[config.mk]
export PLATFORM = sky130hd
export DESIGN_NAME = fifo_flow_ctrl
export DESIGN_NICKNAME = d
export VERILOG_FILES = /design/src/rtl/fifo_pkg.sv /design/src/rtl/fifo_mem.sv /design/src/rtl/fifo_flow_ctrl.sv
export SDC_FILE = /design/constraint.sdc
export NUM_CORES = 1
export LEC_CHECK = 0
export ABC_AREA = 1
export BUFFER_PORTS_ARGS = -buffer_cell sky130_fd_sc_hd__buf_4
export CELL_PAD_IN_SITES_DETAIL_PLACEMENT = 0
export CELL_PAD_IN_SITES_GLOBAL_PLACEMENT = 1
export CORE_MARGIN = 1.5
export CORE_UTILIZATION = 30
export CTS_BUF_LIST = sky130_fd_sc_hd__clkbuf_16
export CTS_CLUSTER_SIZE = 20
export DETAILED_ROUTE_END_ITERATION = 7
export PLACE_DENSITY = 0.56
export SYNTH_ARGS = -nofsm -noshare
export SYNTH_HDL_FRONTEND = slang
export SYNTH_SLANG_ARGS = --single-unit
export TNS_END_PERCENT = 1
[constraint.sdc]
create_clock -name clk -period 3.1 [get_ports clk]
set_clock_uncertainty 0.15 [all_clocks]
set_input_delay 0.62 -clock clk [delete_from_list [all_inputs] [get_ports clk]]
set_output_delay 0.62 -clock clk [all_outputs]
set_load 0.01 [all_outputs]
[src/rtl/fifo_pkg.sv]
// Shared defaults, width helper and error-cause encoding for the flow-controlled FIFO.
// Depth is assumed to be a power of two so pointers wrap naturally.
package fifo_pkg;

  localparam int DEF_DATA_W = 6;
  localparam int DEF_DEPTH  = 8;

  // Occupancy must represent 0..DEPTH inclusive, hence one bit more than the pointer.
  function automatic int cnt_width(input int depth);
    return $clog2(depth) + 1;
  endfunction

  typedef enum logic [1:0] {
    ERR_NONE = 2'd0,
    ERR_OVF  = 2'd1,
    ERR_UDF  = 2'd2
  } err_cause_e;

endpackage

[src/rtl/fifo_mem.sv]
// DEPTH x DATA_W storage, one write port and one registered read port; read data valid the edge after rd_en.
// No backpressure here: the caller only enables ports for accepted push/pop; the array itself has no reset.
module fifo_mem #(
  parameter int DATA_W = 6,
  parameter int DEPTH  = 8,
  parameter int ADDR_W = $clog2(DEPTH)
) (
  input  logic              clk,
  input  logic              reset_L,
  input  logic              wr_en,
  input  logic [ADDR_W-1:0] wr_addr,
  input  logic [DATA_W-1:0] wr_dat,
  input  logic              rd_en,
  input  logic [ADDR_W-1:0] rd_addr,
  output logic [DATA_W-1:0] rd_dat
);

  logic [DATA_W-1:0] mem_q [DEPTH];
  logic [DATA_W-1:0] rd_dat_q;
  logic [DATA_W-1:0] rd_dat_d;

  always_ff @(posedge clk) begin
    if (wr_en) begin
      mem_q[wr_addr] <= wr_dat;
    end
  end

  // Output register holds its value when no read is accepted.
  always_comb begin
    rd_dat_d = rd_dat_q;
    if (rd_en) begin
      rd_dat_d = mem_q[rd_addr];
    end
  end

  always_ff @(posedge clk or negedge reset_L) begin
    if (!reset_L) begin
      rd_dat_q <= '0;
    end else begin
      rd_dat_q <= rd_dat_d;
    end
  end

  assign rd_dat = rd_dat_q;

endmodule

[src/rtl/fifo_flow_ctrl.sv]
// Synchronous FIFO with threshold flags and sticky error; write-to-read 1 cycle, registered read data + valid.
// Raises pausa at count >= almost_full_th; pushes while full without a pop are dropped and flagged.
module fifo_flow_ctrl
  import fifo_pkg::*;
#(
  parameter int DATA_W = DEF_DATA_W,
  parameter int DEPTH  = DEF_DEPTH,
  parameter int ADDR_W = $clog2(DEPTH),
  parameter int CNT_W  = cnt_width(DEPTH)
) (
  input  logic              clk,
  input  logic              reset_L,
  input  logic              push,
  input  logic              pop,
  input  logic [DATA_W-1:0] data_in,
  input  logic [CNT_W-1:0]  almost_full_th,
  input  logic [CNT_W-1:0]  almost_empty_th,
  input  logic              err_clr,
  output logic [DATA_W-1:0] data_out,
  output logic              valid_out,
  output logic              fifo_empty,
  output logic              fifo_full,
  output logic              pausa,
  output logic              almost_empty,
  output logic              fifo_error,
  output logic [CNT_W-1:0]  count
);

  localparam logic [CNT_W-1:0] FULL_CNT = CNT_W'(DEPTH);

  logic [ADDR_W-1:0] wr_ptr_q, wr_ptr_d;
  logic [ADDR_W-1:0] rd_ptr_q, rd_ptr_d;
  logic [CNT_W-1:0]  cnt_q, cnt_d;
  logic              valid_q, valid_d;
  logic              err_q, err_d;
  logic              push_acc, pop_acc, ovf, udf;

  always_comb begin
    pop_acc  = pop && (cnt_q != '0);
    // A pop in the same cycle frees a slot, so a full FIFO can still accept.
    push_acc = push && ((cnt_q != FULL_CNT) || pop_acc);
    ovf      = push && !push_acc;
    udf      = pop && (cnt_q == '0);

    wr_ptr_d = push_acc ? wr_ptr_q + ADDR_W'(1) : wr_ptr_q;
    rd_ptr_d = pop_acc  ? rd_ptr_q + ADDR_W'(1) : rd_ptr_q;

    cnt_d = cnt_q;
    if (push_acc && !pop_acc) begin
      cnt_d = cnt_q + CNT_W'(1);
    end else if (pop_acc && !push_acc) begin
      cnt_d = cnt_q - CNT_W'(1);
    end

    valid_d = pop_acc;

    // A fresh error outranks a clear in the same cycle.
    err_d = err_q;
    if (ovf || udf) begin
      err_d = 1'b1;
    end else if (err_clr) begin
      err_d = 1'b0;
    end
  end

  always_ff @(posedge clk or negedge reset_L) begin
    if (!reset_L) begin
      wr_ptr_q <= '0;
      rd_ptr_q <= '0;
      cnt_q    <= '0;
      valid_q  <= 1'b0;
      err_q    <= 1'b0;
    end else begin
      wr_ptr_q <= wr_ptr_d;
      rd_ptr_q <= rd_ptr_d;
      cnt_q    <= cnt_d;
      valid_q  <= valid_d;
      err_q    <= err_d;
    end
  end

  fifo_mem #(
    .DATA_W (DATA_W),
    .DEPTH  (DEPTH),
    .ADDR_W (ADDR_W)
  ) u_mem (
    .clk     (clk),
    .reset_L (reset_L),
    .wr_en   (push_acc),
    .wr_addr (wr_ptr_q),
    .wr_dat  (data_in),
    .rd_en   (pop_acc),
    .rd_addr (rd_ptr_q),
    .rd_dat  (data_out)
  );

  assign valid_out    = valid_q;
  assign fifo_error   = err_q;
  assign count        = cnt_q;
  assign fifo_empty   = (cnt_q == '0);
  assign fifo_full    = (cnt_q == FULL_CNT);
  assign pausa        = (cnt_q >= almost_full_th);
  assign almost_empty = (cnt_q <= almost_empty_th);

endmodule
==> results of run 1 <==
## flip-flops by register name, indices dropped and copies added (netlist names)
name	count
fifo_error	1
u_mem.rd_dat	6
valid_out	1
u_mem.mem_q	48
rd_ptr_q	3
count	4
wr_ptr_q	3
## kinds of logic after synthesis
group,after synthesis
XOR/XNOR,5
AND/OR/NAND/NOR,157
adder cells (fa/ha/maj),14
buffers and inverters,69
flip-flops,66
AO/OA/AOI/OAI,13
## where the power goes
part / switching [mW] / total [mW] / internal (mW) / leakage (nW)
combinational: 0.788 / 1.31 / 0.526 / 1.02
sequential: 0.167 / 1.31 / 1.15 / 0.655
clock: 0.338 / 0.945 / 0.607 / 0.147
total: 1.29 / 3.57 / 2.28 / 1.83
## final cells by class
type | count | area share (%)
Clock inverter | 7 | 1.42
Clock buffer | 9 | 5.79
Multi-Input combinational cell | 189 | 26.0
Sequential cell | 66 | 48.7
Timing Repair Buffer | 41 | 7.92
Tap cell | 136 | 4.38
Inverter | 60 | 5.86
## critical path, delay by kind of cell (launching register included)
family | cells | cell delay [ns]
simple gates | 9 | 0.84
fa+ha+maj | 2 | 0.48
flops | 1 | 0.48
compound gates | 2 | 0.27
buf+inv | 2 | 0.17
## how the worst min path moves through the flow
stage                                startpoint                          end  depth (start not counted)
finish                                  reset_L      rd_ptr_q[1]$_DFFE_PN0P_                          1
global route                            reset_L  u_mem.rd_dat[0]$_DFFE_PN0P_                          1
CTS                                     reset_L  u_mem.rd_dat[0]$_DFFE_PN0P_                          1
detailed placement  u_mem.rd_dat[3]$_DFFE_PN0P_  u_mem.rd_dat[3]$_DFFE_PN0P_                          2
global placement    u_mem.rd_dat[5]$_DFFE_PN0P_  u_mem.rd_dat[5]$_DFFE_PN0P_                          2
floorplan                               reset_L         count[0]$_DFFE_PN0P_                          0
## per-layer routing
metal	part of all wire (%)	GRT usage [%]	up-vias
met1	46	16.3	1029
li1	-	-	1123
met3	3.0	4.23	6
met4	0.87	3.09	0
met5	0	0	-
met2	50	23.6	27
## synthesized netlist by cell type, types with 2 or more instances
cell,instances
nand2_1,90
inv_1,58
edfxtp_1,48
nand3_1,41
dfrtp_1,18
ha_1,13
nor2_1,9
o21ai_0,6
nand2_2,5
a21oi_1,4
buf_2,4
nor3_1,4
xnor2_1,4
buf_6,3
buf_4,2
nand3_2,2
o211ai_1,2
## layout by cell type, fill, tap and decap left out, drive strengths merged
cell	Yosys	final
clkinv	0	4
xor2	1	1
nor2	11	11
dfrtp	18	18
clkbuf	0	9
inv	60	62
edfxtp	48	48
bufinv	0	1
nand3	43	43
o21ai	7	7
o211ai	2	2
fa	1	1
nand2	97	97
ha	13	13
nor3	4	4
xnor2	4	4
nand4	1	1
buf	9	41
a21oi	4	4
or2	1	1
==> impl_metrics.json, run 1 <==
{
  "crit_chain": "nor2_2 > nand2_2 > nor2_4 > nand2_4 > nand2_8 > inv_1 > ha_1 > inv_1 > ha_1 > a21oi_1 > nand2_1 > o21ai_0 > nand2_1 > nand2_1 > nand2_1",
  "route.detailed.drc": 0,
  "fin_ws_ns": 0.598,
  "nets": 400,
  "grt_usage_pct": 13.5,
  "worst_pin_slew_ns": 0.692,
  "num_antenna_cells": 0,
  "synthMuxAreaShare_pct": 0,
  "slowest_delay_ns": 0.48,
  "hpwl_um": 4710,
  "regArea_mm2": 0.00189,
  "initial_utilization_pct": 31.0,
  "ios": 35,
  "syn2layout_area_growth_pct": 21.6,
  "syn-num-nets": 357,
  "hp-class": "in -> async",
  "root_buffer": "clkbuf_16",
  "syn_avg_cell_area_um2": 9.87,
  "cts.sinks": 66,
  "synth_area_mm2": 0.00320,
  "antenna_left": 0,
  "cp_max_fo": 9,
  "overflow": 0,
  "r2r_end": "count[3]$_DFFE_PN0P_",
  "routed_wirelength_um": 6920,
  "synth-simple-area-share_pct": 22.2,
  "power.density_mw_per_mm2": 919,
  "reg2reg_depth": 15,
  "dieArea_mm2": 0.0113,
  "cp.required_ns": 3.16,
  "cts_resized": 0,
  "finalHoldViolCount": 0,
  "max_freq_mhz": 400,
  "fin_cells": 508,
  "grt_antenna_before_repair": 0,
  "final.setup.tns_ns": 0,
  "firstDrtPassIters": 4,
  "ys_seq_area_share_pct": 59.2,
  "multiInputGateArea_mm2": 0.00101,
  "port_buffers": 34,
  "max_cap_viol_count": 0,
  "clk_latency_ns": 0.32,
  "status": "completed",
  "yosysTopAreaCell": "edfxtp_1",
  "h-tree-depth": 3,
  "fin_util_pct": 37.7,
  "die_h_um": 106,
  "placementRows": 37,
  "synthTopCellsByArea": "edfxtp_1 (45%), dfrtp_1 (14%), nand2_1 (11%), inv_1 (6.8%), nand3_1 (6.4%)",
  "irDropWorstVdd_uv": 362,
  "grt_max_degree": 26,
  "reg2reg_slack_ns": 0.60,
  "critPathLaunchType": "flip-flop",
  "synth.distinct_cells": 28,
  "synth_top_family_by_area": "simple AND/OR/NAND/NOR gates",
  "vias_per_cell": 4.30,
  "grt_pass1_wl_um": 11400,
  "cp-startpoint": "count[1]$_DFFE_PN0P_",
  "clockBufferDepth": 2,
  "die_x_um": 106,
  "period_share_pct": 80.7,
  "wl_per_cell_um": 13.6,
  "r2r-start": "count[1]$_DFFE_PN0P_",
  "dp_cells": 492,
  "post-place-ws_ns": 0.597,
  "finalPower_mw": 3.57,
  "via_count": 2185,
  "period_needed_ns": 2.50,
  "worstSetupEndpoint": "count[3]$_DFFE_PN0P_",
  "netlist_instances": 324,
  "cts_hold_buf": 0,
  "setup_viol": 0,
  "synth_top_area_share_pct": 45.1,
  "fin_area_mm2": 0.00389,
  "cts_setup_buffers": 0,
  "synth_xor_area_share_pct": 1.37,
  "crit_path_frequent_cell": "nand2_1",
  "rsz0062_at_grt": "false",
  "cpMaxStageDelayCell": "dfrtp_1",
  "grt_pass1_vias": 2237,
  "drive_gt1_share_pct": 18.3,
  "synth_warnings": 0,
  "yosys_most_used_dff": "edfxtp_1",
  "synth_compound_area_share_pct": 2.31,
  "drt_iter0_drc": 63,
  "fillCellCount": 1033,
  "worstSetupPathType": "reg -> reg",
  "clk_pin_slew_ns": 0.05,
  "place_area_mm2": 0.00361,
  "gp_congestion": 0.712,
  "synthArstFlopShare_pct": 27.3,
  "yosys_register_bits": 66,
  "cts_tree": "done",
  "synth_edf_count": 48,
  "crit_arrival_ns": 2.56,
  "synthAdderAreaFrac_pct": 5.71,
  "max_slew_margin_pct": 53.7,
  "cp-end-kind": "flip-flop",
  "slew_violations": 0,
  "hold_ws_ns": 0.0282,
  "p_leak_nw": 1.83,
  "cts_made_buffers": 9,
  "core_area_mm2": 0.0103
}
No activity file was read; power rests on OpenSTA's default activity.
==> run 2, diff against run 1 <==
Settings changed: PLACE_DENSITY 0.56 to 0.58.
Clock period 3.1 ns to 2.3 ns, I/O delays scaled along.
==> impl_metrics.json, run 2 (synthesized netlist as in run 1, its figures left out) <==
{
  "period_share_pct": 95.4,
  "grt_max_degree": 26,
  "via_count": 2177,
  "final.setup.tns_ns": 0,
  "crit_chain": "buf_6 > ha_4 > inv_1 > nor2_1 > o211ai_1 > nand3_1 > buf_4",
  "dieArea_mm2": 0.0113,
  "firstDrtPassIters": 4,
  "grt_usage_pct": 13.7,
  "routed_wirelength_um": 6950,
  "syn2layout_area_growth_pct": 26.4,
  "wl_per_cell_um": 13.3,
  "antenna_left": 0,
  "overflow": 0,
  "placementRows": 37,
  "h-tree-depth": 3,
  "vias_per_cell": 4.16,
  "grt_pass1_vias": 2171,
  "irDropWorstVdd_uv": 487,
  "routed.top_layer": "met4",
  "cts_made_buffers": 9,
  "ios": 35,
  "p_leak_nw": 1.89,
  "wl_met3_um": 195,
  "core_area_mm2": 0.0103,
  "slowest_delay_ns": 0.42,
  "hpwl_um": 4710,
  "fillCellCount": 1029,
  "num_antenna_cells": 0,
  "crit_arrival_ns": 1.58,
  "hold_start": "data_in[5]",
  "cts_tree": "done",
  "gp_congestion": 0.725,
  "place_area_mm2": 0.00370,
  "finalPower_mw": 4.93,
  "max_cap_viol_count": 0,
  "worstSetupPathType": "reg -> out",
  "rsz0062_at_grt": "false",
  "worst_pin_slew_ns": 0.489,
  "cpMaxStageDelayCell": "dfrtp_2",
  "finalHoldViolCount": 0,
  "cts.sinks": 66,
  "die_x_um": 106,
  "multiInputGateArea_mm2": 0.00107,
  "regMostFlops": "u_mem.mem_q",
  "route.detailed.drc": 0,
  "clockBufferDepth": 2,
  "slew_violations": 0,
  "layout_commonest_cell": "nand2_1",
  "max_slew_margin_pct": 67.3,
  "period_needed_ns": 2.19,
  "nets": 415,
  "status": "completed",
  "r2r_end": "count[1]$_DFFE_PN0P_",
  "reg2reg_depth": 12,
  "cp_max_fo": 6,
  "hp-class": "in -> reg",
  "drt_iter0_drc": 60,
  "initial_utilization_pct": 31.0,
  "critPathLaunchType": "flip-flop",
  "max_freq_mhz": 456,
  "cp.required_ns": 1.69,
  "root_buffer": "clkbuf_16",
  "power.density_mw_per_mm2": 1220,
  "min_path_cells": 1,
  "largest_reg_flops": 48,
  "clk_pin_slew_ns": 0.05,
  "dr_wl_met2_um": 3360,
  "grt_antenna_before_repair": 0,
  "drive_gt1_share_pct": 23.8,
  "port_buffers": 34,
  "r2r-start": "count[0]$_DFFE_PN0P_",
  "cp-end-kind": "output pin",
  "cp-startpoint": "count[1]$_DFFE_PN0P_",
  "regArea_mm2": 0.00189,
  "setup_viol": 0,
  "grt_pass1_wl_um": 11500,
  "clk_latency_ns": 0.32,
  "wl_met1_um": 3350,
  "reg2reg_slack_ns": 0.19,
  "die_h_um": 106,
  "layout_common_cells": "nand2_1 (90), inv_1 (59), buf_4 (54), edfxtp_1 (48), nand3_1 (41)",
  "fin_area_mm2": 0.00404,
  "min_delay_worst_endpoint": "u_mem.mem_q[2][5]$_DFFE_PP_"
}
==> run 2: cell type report <==
type | instances | area share (%)
clock inverter | 7 | 0.743
timing repair buffer | 56 | 10.6
inverter | 60 | 5.63
sequential | 66 | 46.8
multi-input combinational | 189 | 26.5
tap | 136 | 4.21
clock buffer | 9 | 5.57
==> run 2: worst max-delay path by stage <==
stage,to,slack [ns],cells past startpoint
after global routing,almost_empty,0.003,6
after detailed placement,count[3]$_DFFE_PN0P_,0.02,15
final,pausa,0.11,7
after floorplan,count[3]$_DFFE_PN0P_,0.002,15
after CTS,count[3]$_DFFE_PN0P_,0.02,15
after global placement,count[3]$_DFFE_PN0P_,0.06,15
==> run 2: through the flow <==
stage | hold WS (ns) | worst slack [ns] | util (%) | cells
floorplan | 0.0144 | 0.00190 | - | 324
global placement | 0.203 | 0.0575 | 35.8 | 503
detailed placement | 0.213 | 0.0213 | 35.8 | 503
CTS | 0.217 | 0.0210 | 38.6 | 520
global route | 0.229 | 0.00336 | 39.2 | 523
finish | 0.225 | 0.105 | 39.2 | 523
==> run 2: what timing repair did <==
| action | CTS | global route |
|---|---|---|
| gates resized for setup | 3 | 9 |
| setup endpoints to repair | 2 | 3 |
| hold buffers | 1 | 0 |
| pin swaps | 1 | 2 |
| hold endpoints to repair | 18 | 0 |
| setup buffers | 0 | 3 |
==> run 2: routing by layer <==
metal	up-vias	GRT usage, %
li1	1152	-
met1	987	17.4
met2	32	22.6
met3	6	4.05
met4	0	3.76
met5	-	0
==> run 2: critical path: cells and delay by family (launching register included) <==
| family | cells | cell delay [ns] |
|---|---|---|
| buffers and inverters | 3 | 0.35 |
| AO/OA/AOI/OAI | 1 | 0.14 |
| AND/OR/NAND/NOR | 2 | 0.13 |
| adder cells (fa/ha/maj) | 1 | 0.22 |
| flip-flops | 1 | 0.42 |
==> run 2: report_power, final <==
part / leakage (nW) / internal (mW) / switching [mW] / total, mW
sequential: 0.653 / 1.55 / 0.127 / 1.68
combinational: 1.10 / 0.884 / 1.21 / 2.10
clock: 0.140 / 0.705 / 0.451 / 1.16
total: 1.89 / 3.14 / 1.79 / 4.93
